===== src/rtl/angledist_pkg.sv =====
// Shared types for the angle-distance operand feeder: element word type,
// frame geometry and the feeder FSM state encoding.
package angledist_pkg;

  typedef logic [15:0] T;

  localparam int DIM    = 6;
  localparam int NWORDS = 2 * DIM;
  localparam int IW     = $clog2(NWORDS);

  typedef enum logic [1:0] {
    ST_LOAD = 2'd0,
    ST_WAIT = 2'd1,
    ST_HOLD = 2'd2
  } state_e;

  // A frame is well formed only if s_last marks exactly the final word.
  function automatic logic frame_error(input logic [IW-1:0] idx, input logic last);
    logic is_final;
    is_final    = (idx == IW'(NWORDS - 1));
    frame_error = (last && !is_final) || (!last && is_final);
  endfunction

endpackage


===== src/rtl/angledist_feeder.sv =====
// Collects a 12-word frame (measurement + reference vectors) into registered
// operand vectors, holds them steady for the external distance unit for a
// fixed latency, then captures and presents the unit's result.
module angledist_feeder
  import angledist_pkg::*;
#(
  parameter int LAT = 2
) (
  input  logic                 clk_i,
  input  logic                 rst_i,
  input  logic                 s_valid_i,
  output logic                 s_ready_o,
  input  T                     s_data_i,
  input  logic                 s_last_i,
  input  logic                 cfg_we_i,
  input  logic [1:0]           cfg_addr_i,
  input  T                     cfg_data_i,
  output T [1:0][DIM-1:0]      din_o,
  output T                     a_o,
  output T                     b_o,
  output T                     c_o,
  input  T                     res_i,
  output logic                 m_valid_o,
  input  logic                 m_ready_i,
  output T                     m_data_o,
  output logic                 busy_o,
  output logic                 err_o
);

  localparam int CW = (LAT < 1) ? 1 : $clog2(LAT + 1);

  state_e            state_q;
  logic [IW-1:0]     idx_q;
  logic [CW-1:0]     cnt_q;
  T [1:0][DIM-1:0]   din_q;
  T                  a_q, b_q, c_q, m_data_q;
  logic              m_valid_q, err_q;

  logic              row_s;
  logic [2:0]        col_s;
  logic [IW-1:0]     col_full_s;
  logic              accept_s;
  logic              ferr_s;

  // Split the flat word index into vector select and element position.
  always_comb begin
    row_s      = 1'b0;
    col_full_s = idx_q;
    if (idx_q >= IW'(DIM)) begin
      row_s      = 1'b1;
      col_full_s = idx_q - IW'(DIM);
    end else begin
      row_s      = 1'b0;
      col_full_s = idx_q;
    end
    col_s    = col_full_s[2:0];
    accept_s = s_valid_i && (state_q == ST_LOAD);
    ferr_s   = frame_error(idx_q, s_last_i);
  end

  // Main feeder FSM: load frame, wait fixed latency, hold result until taken.
  always_ff @(posedge clk_i or posedge rst_i) begin
    if (rst_i) begin
      state_q   <= ST_LOAD;
      idx_q     <= '0;
      cnt_q     <= '0;
      din_q     <= '0;
      m_valid_q <= 1'b0;
      m_data_q  <= 16'h0000;
      err_q     <= 1'b0;
    end else begin
      err_q <= 1'b0;
      case (state_q)
        ST_LOAD: begin
          if (accept_s) begin
            din_q[row_s][col_s] <= s_data_i;
            if (ferr_s) begin
              idx_q <= '0;
              err_q <= 1'b1;
            end else if (idx_q == IW'(NWORDS - 1)) begin
              idx_q   <= '0;
              cnt_q   <= '0;
              state_q <= ST_WAIT;
            end else begin
              idx_q <= idx_q + IW'(1);
            end
          end
        end
        ST_WAIT: begin
          if (cnt_q == CW'(LAT)) begin
            m_data_q  <= res_i;
            m_valid_q <= 1'b1;
            state_q   <= ST_HOLD;
          end else begin
            cnt_q <= cnt_q + CW'(1);
          end
        end
        ST_HOLD: begin
          if (m_ready_i) begin
            m_valid_q <= 1'b0;
            state_q   <= ST_LOAD;
          end
        end
        default: begin
          state_q   <= ST_LOAD;
          idx_q     <= '0;
          cnt_q     <= '0;
          m_valid_q <= 1'b0;
        end
      endcase
    end
  end

  // Coefficient registers; writes while the distance unit is computing are dropped.
  always_ff @(posedge clk_i or posedge rst_i) begin
    if (rst_i) begin
      a_q <= 16'h0000;
      b_q <= 16'h0000;
      c_q <= 16'h0000;
    end else if (cfg_we_i && (state_q != ST_WAIT)) begin
      case (cfg_addr_i)
        2'd0:    a_q <= cfg_data_i;
        2'd1:    b_q <= cfg_data_i;
        2'd2:    c_q <= cfg_data_i;
        default: ;
      endcase
    end
  end

  assign s_ready_o = (state_q == ST_LOAD);
  assign busy_o    = (state_q != ST_LOAD);
  assign din_o     = din_q;
  assign a_o       = a_q;
  assign b_o       = b_q;
  assign c_o       = c_q;
  assign m_valid_o = m_valid_q;
  assign m_data_o  = m_data_q;
  assign err_o     = err_q;

endmodule


===== config.mk =====
export PLATFORM = sky130hd
export DESIGN_NAME = angledist_feeder
export DESIGN_NICKNAME = d
export VERILOG_FILES = /design/src/rtl/angledist_pkg.sv /design/src/rtl/angledist_feeder.sv
export SDC_FILE = /design/constraint.sdc
export NUM_CORES = 1
export LEC_CHECK = 0
export ABC_AREA = 0
export BUFFER_PORTS_ARGS = -buffer_cell sky130_fd_sc_hd__buf_4
export CAP_MARGIN = 10
export CELL_PAD_IN_SITES_DETAIL_PLACEMENT = 1
export CELL_PAD_IN_SITES_GLOBAL_PLACEMENT = 1
export CORE_MARGIN = 3
export CORE_UTILIZATION = 23
export CTS_BUF_LIST = sky130_fd_sc_hd__clkbuf_16
export DETAILED_ROUTE_END_ITERATION = 10
export PLACE_DENSITY = 0.49
export SETUP_SLACK_MARGIN = 0.05
export SYNTH_ARGS = -nofsm -noshare
export SYNTH_HDL_FRONTEND = slang
export SYNTH_SLANG_ARGS = --single-unit

===== constraint.sdc =====
create_clock -name clk_i -period 10.3 [get_ports clk_i]
set_input_delay 0.515 -clock clk_i [delete_from_list [all_inputs] [get_ports clk_i]]
set_output_delay 0.515 -clock clk_i [all_outputs]
set_load 0.01 [all_outputs]

==> impl_metrics.py, run 1 <==
metrics = {
    "synthesis": {
        "avgSynthCellArea_um2": 16.13,
        "synthFlopType": "dfrtp_1",
        "synthAdderAreaFrac_pct": 0.8496,
        "synthSimpleGateAreaFrac_pct": 2.925,
        "synth_top_family_by_area": "multiplexers",
        "ys_ff_latch": 266,
        "synth_compound_area_share_pct": 0.7647,
        "ys_seq_area_share_pct": 64.57,
        "async_reset_ff_share_pct": 100.0,
        "syn_area_um2": 10310,
        "yosys_warnings": 0,
        "postSynthCellCount": 639,
        "muxShareOfSynthArea_pct": 28.44,
        "synth_edf_count": 0,
        "synthesis.nets": 702,
        "synth-xor-area-share_pct": 0.08496,
        "synth.distinct_cells": 44,
    },
    "global_routing": {
        "overflow": 0,
        "grt_pass1_wl_mm": 49.80,
        "track_usage_pct": 13.93,
        "antenna_found_initial": 0,
        "grt_start_max_net_pins": 89,
        "grt_pass1_vias": 7353,
    },
    "clock_tree": {
        "ctsHoldBuffers": 0,
        "clock_path_buffers": 3,
        "cts_root_buffer": "clkbuf_16",
        "cts_sinks": 266,
        "cts_tree": "done",
        "clk_latency_ns": 0.52,
        "cts_setup_buffers": 0,
        "numCtsBuffers": 34,
        "htreeDepth": 2,
        "clk_pin_slew_worst_paths_ns": 0.06,
        "cts-resized-gates": 0,
    },
    "route": {
        "first_pass_iters": 4,
        "wl_per_cell_um": 21.10,
        "drtIter0Drc": 300,
        "viasPerCell": 4.235,
        "wl_mm": 33.03,
        "vias": 6627,
        "drc": 0,
        "ant_nets": 0,
    },
    "sta": {
        "fin_ws_ns": 7.529,
        "fin_skew_ns": 0.01617,
        "slew_violations": 0,
        "setup_viol": 0,
        "max_freq_mhz": 360.9,
        "tightest_slew_ns": 1.006,
        "slew_headroom_pct": 32.95,
        "fin_crit_sh_pct": 26.90,
        "rsz0062_at_grt": "no",
        "setup_tns_ns": 0,
        "fin_crit_ns": 2.771,
        "finalHoldViolCount": 0,
    },
    "die": {
        "dieWidth_um": 217.7,
        "pin_count": 316,
        "die-area_um2": 47400,
        "die_h_um": 217.7,
        "core_um2": 43650,
        "start_util_pct": 23.62,
        "rows": 76,
    },
    "setup_path": {
        "cp_max_fo": 16,
        "r2r_cells": 6,
        "crit_type": "flop to flop",
        "reg2reg_slack_ns": 7.53,
        "worstPathArrival_ns": 3.16,
        "required_ns": 10.69,
        "rr_endpoint": "din_o[147]$_DFFE_PP0P_",
        "critPathCaptureType": "flop",
        "crit_path_start_kind": "flop",
        "timing.rr.start": "idx_q[0]$_DFFE_PP0P_",
    },
    "placed_design": {
        "place_ws_ns": 7.485,
        "dp.cells": 1505,
        "io_buffer_count": 315,
        "gp_congestion": 0.7120,
        "hpwlAfterDp_mm": 23.06,
    },
    "finish": {
        "layout.nets": 1019,
        "final_common_cell": "buf_4",
        "area_growth_pct": 39.13,
        "final_cell_mix": "buf_4 (324), dfrtp_1 (266), mux2_2 (247), clkbuf_16 (35), inv_1 (16)",
        "stdcell_count": 1565,
        "drive_gt1_share_pct": 64.80,
        "diodes": 0,
        "final_util_pct": 32.86,
    },
    "power_and_ir_drop": {
        "vdd_drop_max_mv": 0.09981,
        "p_total_mw": 3.179,
        "power_density_nw_per_um2": 221.6,
        "leakage_nw": 7.143,
    },
    "hold_path": {
        "holdCritPathClass": "primary input to asynchronous set/reset pin",
    },
    "outcome": {
        "outcome": "finished clean",
    },
    "job": {
        "max-cap-violations": 0,
    },
}
-- where the power goes --
group	leakage [nW]	switching [mW]	total, mW	internal (mW)
sequential	3.45	0.113	1.35	1.24
clock	0.535	0.454	1.09	0.637
combinational	3.16	0.322	0.733	0.412
total	7.14	0.889	3.18	2.29
-- flip-flops by register name, indices dropped and copies added, names as in the netlist --
name,flops
din_o,192
a_o,16
b_o,16
c_o,16
m_data_o,16
idx_q,4
cnt_q,2
state_q,2
err_o,1
m_valid_o,1
-- critical path: stages, from the launching register on --
cell	delay, ns
dfrtp_1	0.57
clkinv_1	0.35
ha_1	0.35
a21oi_1	0.17
nor4_1	0.07
nand2_1	0.70
mux2_2	0.41
-- cell type report --
type                    instances  area, um2
clock buffers                  35      875.8
clock inverters                25      132.6
fillers                      4608      29300
inverters                       7      33.78
multi-input cells             323       3480
flip-flops and latches        266       6656
well taps                     585      732.0
repair buffers                324       2432
-- Yosys cell counts (2+ instances only) --
library cell    n  area (um2)
nor4bb_1        2       20.02
buf_1           2       7.510
nor4_1          2       12.51
nor3_1          2       10.01
buf_2          11       55.05
a21oi_1         3       15.01
o21ai_0         2       10.01
nor4b_1         2       17.52
buf_6           3       33.78
nand3_1         5       25.02
nand2_1         9       33.78
clkbuf_1       25       93.84
mux2_2        247        2781
dfrtp_1       266        6656
mux2_4         10       150.1
inv_1           6       22.52
and2_1          2       12.51
nor2_1          6       22.52
nor4_2          3       37.54
ha_1            7       87.58
-- per-stage QoR --
step / area [um2] / hold slack (ns)
after global placement: 13330 / 0.4645
after CTS: 14340 / 0.08608
after detailed placement: 13330 / 0.4761
final: 14340 / 0.06484
after global routing: 14340 / 0.09882
after floorplan: 10310 / 0.4539
-- worst max-delay path by stage --
stage | cells after the start | start | end | slack, ns
3_5_place_dp | 6 | idx_q[0]$_DFFE_PP0P_ | din_o[147]$_DFFE_PP0P_ | 7.48
3_3_place_gp | 6 | idx_q[0]$_DFFE_PP0P_ | din_o[151]$_DFFE_PP0P_ | 7.48
5_1_grt | 6 | idx_q[0]$_DFFE_PP0P_ | din_o[151]$_DFFE_PP0P_ | 7.30
6_report | 6 | idx_q[0]$_DFFE_PP0P_ | din_o[147]$_DFFE_PP0P_ | 7.53
2_1_floorplan | 1 | rst_i | a_o[0]$_DFFE_PP0P_ | 2.46
4_1_cts | 6 | idx_q[0]$_DFFE_PP0P_ | din_o[147]$_DFFE_PP0P_ | 7.44
-- routing by layer --
layer / vias up / part of all wire (%) / global-route usage (%)
met4: 0 / 2.3 / 4.392
met5: - / 0 / 0
met3: 51 / 8.8 / 5.044
met1: 3471 / 42 / 17.16
met2: 203 / 47 / 22.82
li1: 2902 / - / -
-- kinds of logic after synthesis --
group / count (synthesis)
muxes: 257
xor gates and xnor gates: 1
AOI/OAI and AO/OA: 12
and+or+nand+nor: 46
adders and majority gates: 7
DFF: 266
buffers and inverters: 50
Note: power is estimated with default switching activity, not from simulation.
==> inputs of run 2 (changes only) <==
clock period = 2.6 ns   (was 10.3 ns; I/O delays follow)
==> run 2 against run 1 <==
Effect of this change:
- clock skew fell by 0.00058 ns
- die area unchanged
- critical path type unchanged
- core utilization rose by 1.7 points
- sequential share of layout area down 2.3 points
- worst setup slack worse by 7.3 ns
- total power grew to 4.0 times the previous value
- clock power grew to 4.0 times the previous value
- critical endpoint is now din_o[71]$_DFFE_PP0P_
- register-to-register slack worse by 7.3 ns
==> impl_metrics.py, run 2 (synthesis results as in run 1) <==
metrics = {
    "setup_path": {
        "cp_max_fo": 16,
        "cp_slowest_cell": "or4b_4",
        "slowest_delay_ns": 0.67,
        "rr_endpoint": "din_o[71]$_DFFE_PP0P_",
        "critPathCaptureType": "flop",
        "crit_path_start_kind": "flop",
        "required_ns": 3.01,
        "r2r_cells": 6,
        "reg2reg_slack_ns": 0.21,
        "timing.rr.start": "state_q[0]$_DFFE_PP0P_",
        "path_cells": "inv_1 -> ha_1 -> nand2_2 -> or3_4 -> or4b_4 -> mux2_4",
        "worstPathArrival_ns": 2.81,
        "crit_type": "flop to flop",
    },
    "sta": {
        "fin_skew_ns": 0.01559,
        "fin_crit_sh_pct": 92.11,
        "slew_headroom_pct": 67.49,
        "slew_violations": 0,
        "fin_crit_ns": 2.395,
        "max_freq_mhz": 417.5,
        "rsz0062_at_grt": "no",
        "finalHoldViolCount": 0,
        "setup_tns_ns": 0,
        "tightest_slew_ns": 0.4867,
        "setup_viol": 0,
    },
    "route": {
        "ant_nets": 0,
        "first_pass_iters": 6,
        "vias": 6795,
        "viasPerCell": 4.151,
        "wl_per_cell_um": 19.77,
        "drtIter0Drc": 277,
        "drc": 0,
        "wl_mm": 32.37,
    },
    "die": {
        "die-area_um2": 47400,
        "pin_count": 316,
        "core_um2": 43650,
        "die_h_um": 217.7,
        "start_util_pct": 23.62,
        "rows": 76,
        "dieWidth_um": 217.7,
    },
    "global_routing": {
        "antenna_found_initial": 0,
        "grt_pass1_wl_mm": 49.41,
        "track_usage_pct": 13.73,
        "overflow": 0,
        "grt_pass1_vias": 7507,
        "grt_start_max_net_pins": 62,
    },
    "clock_tree": {
        "numCtsBuffers": 34,
        "cts_setup_buffers": 0,
        "clock_path_buffers": 3,
        "clk_pin_slew_worst_paths_ns": 0.06,
        "cts_root_buffer": "clkbuf_16",
        "clk_latency_ns": 0.53,
        "htreeDepth": 2,
        "cts_tree": "done",
        "cts_sinks": 266,
    },
    "placed_design": {
        "hpwlAfterDp_mm": 23.40,
        "io_buffer_count": 315,
        "gp_congestion": 0.6867,
        "dp.cells": 1526,
    },
    "finish": {
        "drive_gt1_share_pct": 62.36,
        "final_common_cell": "buf_4",
        "final_cell_mix": "buf_4 (340), dfrtp_1 (266), mux2_2 (247), dlygate4sd3_1 (51), clkbuf_16 (35)",
        "area_growth_pct": 46.36,
        "largest_reg_flops": 192,
        "layout.nets": 1091,
        "diodes": 0,
        "stdcell_count": 1637,
    },
    "job": {
        "max-cap-violations": 0,
    },
    "hold_path": {
        "whs_endpoint": "din_o[57]$_DFFE_PP0P_",
        "min_delay_path_depth": 2,
        "min_from": "s_data_i[9]",
        "holdCritPathClass": "primary input to flop",
    },
    "power_and_ir_drop": {
        "leakage_nw": 7.477,
        "vdd_drop_max_mv": 0.3931,
        "power_density_nw_per_um2": 845.7,
    },
    "outcome": {
        "outcome": "finished clean",
    },
}
[run 2: cell types whose count changed in the layout (fill, tap and decap cells not counted), moves of 2 or more]
| cell | delta |
|---|---|
| inv_1 | -2 |
| buf_12 | +5 |
| clkinv_1 | +2 |
| buf_4 | +16 |
| dlygate4sd3_1 | +51 |
| clkinv_8 | +2 |
[run 2: repair_timing]
action | CTS | global route
hold buffers | 51 | 0
hold endpoints to repair | 285 | 0
gates resized for setup | 0 | 0
[run 2: cell type report]
cell class / count / area (um2)
clock inverter: 25 / 151.4
inverter: 7 / 30.03
timing repair buffer: 396 / 3163
tap: 585 / 732.0
sequential: 266 / 6656
clock buffer: 35 / 875.8
fill: 4579 / 28560
multi-input combinational: 323 / 3480
[run 2: how the worst max path moves through the flow]
| stage | end | start | cells past startpoint | slack [ns] |
|---|---|---|---|---|
| 6_report | din_o[71]$_DFFE_PP0P_ | state_q[0]$_DFFE_PP0P_ | 6 | 0.21 |
| 5_1_grt | din_o[73]$_DFFE_PP0P_ | state_q[1]$_DFFE_PP0P_ | 6 | 0.11 |
| 4_1_cts | din_o[71]$_DFFE_PP0P_ | state_q[1]$_DFFE_PP0P_ | 6 | 0.20 |
| 3_5_place_dp | din_o[71]$_DFFE_PP0P_ | state_q[1]$_DFFE_PP0P_ | 6 | 0.20 |
| 3_3_place_gp | din_o[65]$_DFFE_PP0P_ | state_q[0]$_DFFE_PP0P_ | 6 | 0.26 |
| 2_1_floorplan | a_o[0]$_DFFE_PP0P_ | rst_i | 1 | -1.04 |
[run 2: where the power goes]
group | leakage (nW) | switching [mW] | internal, mW
clock | 0.533 | 1.79 | 2.54
combinational | 3.49 | 1.37 | 1.72
sequential | 3.45 | 0.428 | 4.92
total | 7.48 | 3.59 | 9.17
[run 2: metrics by stage]
stage | util [%] | setup WS [ns] | total power [mW] | area, um2 | hold WS (ns)
after global routing | 34.57 | 0.1091 | 13.50 | 15090 | 0.04734
after detailed placement | 31.05 | 0.2048 | 8.529 | 13550 | 0.1928
after global placement | 31.05 | 0.2600 | 8.484 | 13550 | 0.1928
final | 34.57 | 0.2050 | 12.76 | 15090 | 0.04147
after CTS | 34.57 | 0.2007 | 13.08 | 15090 | 0.01213
after floorplan | - | -1.041 | 6.668 | 10310 | 0.2806
[run 2: worst max-delay path, delay by kind of cell (launching register included)]
family	cells	cell delay, ns
adder cells (fa/ha/maj)	1	0.26
buffers and inverters	1	0.09
flip-flops	1	0.39
multiplexers	1	0.35
AND/OR/NAND/NOR	3	1.18
[run 2: routing by layer]
metal | track usage, % | vias to the layer above | wire, um
met5 | 0 | - | 0
met4 | 3.457 | 0 | 583
met3 | 4.612 | 37 | 2381
met2 | 22.80 | 182 | 15720
met1 | 17.25 | 3530 | 13680
li1 | - | 3046 | -
==> inputs of run 3 (changes only) <==
ABC_AREA = 1   (was 0)
PLACE_DENSITY = 0.51   (was 0.49)
==> run 3 against run 2 <==
Effect of this change:
- synthesized cell count increased by 70%
- synthesized area increased by 10%
- worst hold slack improved by 0.018 ns
- critical path depth increased by 2
- worst setup slack improved by 0.067 ns
- core utilization decreased by 2.2 points
==> impl_metrics.py, run 3 <==
metrics = {
    "outcome": {
        "outcome": "finished clean",
    },
    "synthesis": {
        "postSynthCellCount": 1089,
        "async_reset_ff_share_pct": 100.0,
        "synth_top_area_cell": "dfrtp_1",
        "synthDominantCellAreaShare_pct": 58.56,
        "ys_top_cells_by_area": "dfrtp_1 (59%), nand2_1 (14%), nand4_1 (7.0%)",
        "synth_edf_count": 0,
        "ys_ff_latch": 266,
        "synthesis.nets": 1152,
        "synthFlopType": "dfrtp_1",
        "avgSynthCellArea_um2": 10.44,
        "synth.distinct_cells": 36,
        "ys_seq_area_share_pct": 58.56,
        "yosysMostFrequentCell": "nand2_1",
        "yosys_warnings": 0,
        "synthTopCellsByCount": "nand2_1 (413), dfrtp_1 (266), nand4_1 (128)",
        "syn_area_um2": 11370,
    },
    "route": {
        "drc": 0,
        "wl_mm": 43.41,
        "ant_nets": 0,
        "wl_per_cell_um": 20.51,
        "viasPerCell": 4.396,
        "first_pass_iters": 4,
        "vias": 9307,
        "drtIter0Drc": 558,
    },
    "sta": {
        "fin_skew_ns": 0.01484,
        "fin_ws_ns": 0.2724,
        "slew_violations": 0,
        "slew_headroom_pct": 38.22,
        "fin_crit_ns": 2.328,
        "rsz0062_at_grt": "yes",
        "finalHoldViolCount": 0,
        "max_freq_mhz": 429.6,
        "fin_crit_sh_pct": 89.52,
        "tightest_slew_ns": 0.9266,
        "hold_ws_ns": 0.05951,
        "setup_tns_ns": 0,
        "setup_viol": 0,
    },
    "clock_tree": {
        "htreeDepth": 2,
        "clock_path_buffers": 3,
        "clk_latency_ns": 0.53,
        "cts_root_buffer": "clkbuf_16",
        "cts_sinks": 266,
        "clk_pin_slew_worst_paths_ns": 0.06,
        "numCtsBuffers": 35,
        "cts_tree": "done",
    },
    "setup_path": {
        "path_cells": "inv_1 -> ha_1 -> nand2_1 -> a21oi_4 -> buf_4 -> nand3_4 -> nand2_1 -> nand2_1",
        "required_ns": 3.01,
        "crit_type": "flop to flop",
        "slowest_delay_ns": 0.49,
        "worstPathArrival_ns": 2.74,
        "critPathCaptureType": "flop",
        "crit_path_start_kind": "flop",
        "cp_slowest_cell": "a21oi_4",
        "cpMostUsedCell": "nand2_1",
        "cp_max_fo": 16,
    },
    "placed_design": {
        "place_ws_ns": 0.2673,
        "hpwlAfterDp_mm": 29.26,
        "dp.cells": 2005,
        "gp_congestion": 0.7250,
        "io_buffer_count": 315,
        "dpl_cell_area_um2": 14090,
    },
    "finish": {
        "layout.nets": 1499,
        "design_area_um2": 15620,
        "stdcell_count": 2117,
        "drive_gt1_share_pct": 31.35,
        "area_growth_pct": 37.39,
        "final_common_cell": "nand2_1",
        "diodes": 0,
        "largest_reg_flops": 192,
        "final_util_pct": 32.37,
        "final_cell_mix": "nand2_1 (413), buf_4 (336), dfrtp_1 (265), nand4_1 (128), o21ai_0 (58)",
    },
    "die": {
        "core_um2": 48250,
        "dieWidth_um": 228.3,
        "pin_count": 316,
        "rows": 80,
        "die-area_um2": 52130,
        "start_util_pct": 23.56,
        "die_h_um": 228.3,
    },
    "power_and_ir_drop": {
        "vdd_drop_max_mv": 0.4419,
        "p_total_mw": 15.54,
        "power_density_nw_per_um2": 995.2,
        "leakage_nw": 8.175,
    },
    "global_routing": {
        "antenna_found_initial": 0,
        "grt_pass1_wl_mm": 66.27,
        "grt_start_max_net_pins": 101,
        "overflow": 0,
        "track_usage_pct": 16.50,
        "grt_pass1_vias": 10080,
    },
    "job": {
        "max-cap-violations": 0,
    },
    "hold_path": {
        "holdCritPathClass": "primary input to flop",
    },
}
## run 3: changes by cell type after synthesis, moves of 10 or more
cell and change:
buf_4 +11, buf_6 +31, clkbuf_1 -10, inv_1 +25
mux2_1 +10, mux2_2 -209, mux2_4 -10, nand2_1 +404
nand4_1 +127, o21ai_0 +56
## run 3: worst paths after layout
check,from,slack [ns],to,cells past startpoint
min reg2reg,din_o[12]$_DFFE_PP0P_,0.47,din_o[12]$_DFFE_PP0P_,2
max,state_q[0]$_DFFE_PP0P_,0.27,din_o[70]$_DFFE_PP0P_,8
max reg2reg,state_q[0]$_DFFE_PP0P_,0.27,din_o[70]$_DFFE_PP0P_,8
max in group asynchronous,rst_i,1.52,din_o[2]$_DFFE_PP0P_,4
min,m_ready_i,0.06,m_valid_o$_DFFE_PP0P_,6
min in group asynchronous,rst_i,0.19,m_data_o[8]$_DFFE_PP0P_,3
## run 3: cell families after synthesis
group	Yosys count	synth area share, %
AOI/OAI and AO/OA	63	2.939
xor gates and xnor gates	3	0.2312
muxes	48	4.755
and+or+nand+nor	585	24.84
DFF	266	58.56
buffers and inverters	117	7.903
adders and majority gates	7	0.7705
## run 3: timing repair
item                                    in CTS  in global routing
gates resized for setup                      0                  1
endpoints found under the setup margin       0                 16
endpoints found under the hold margin      221                  0
hold buffers                                50                  0
buffers inserted                             0                  0
## run 3: worst max-delay path: cells and delay by family (launching register included)
| kind | cells | cell delay, ns |
|---|---|---|
| flip-flops | 1 | 0.38 |
| AND/OR/NAND/NOR | 4 | 0.67 |
| buffers and inverters | 2 | 0.43 |
| AO/OA/AOI/OAI | 1 | 0.49 |
| adder cells (fa/ha/maj) | 1 | 0.22 |
## run 3: cell type report
type	instances	area, um2
Clock buffer	35	875.8
Clock inverter	27	138.9
Fill cell	5548	32630
Inverter	34	138.9
Multi-Input combinational cell	706	3820
Sequential cell	266	6660
Tap cell	656	820.8
Timing Repair Buffer	393	3163
## run 3: metal layers
metal  routed length [um]  up-vias  GRT usage, %
met5                    0        -             0
met4                  749        0         3.611
met3                 3795       46         6.431
met2                19990      277         26.43
met1                18880     4661         21.13
li1                     -     4323             -
## run 3: where the power goes
group / switching [mW] / internal (mW) / total, mW
combinational: 2.79 / 2.29 / 5.07
sequential: 0.744 / 5.31 / 6.06
clock: 1.88 / 2.53 / 4.41
total: 5.41 / 10.1 / 15.5
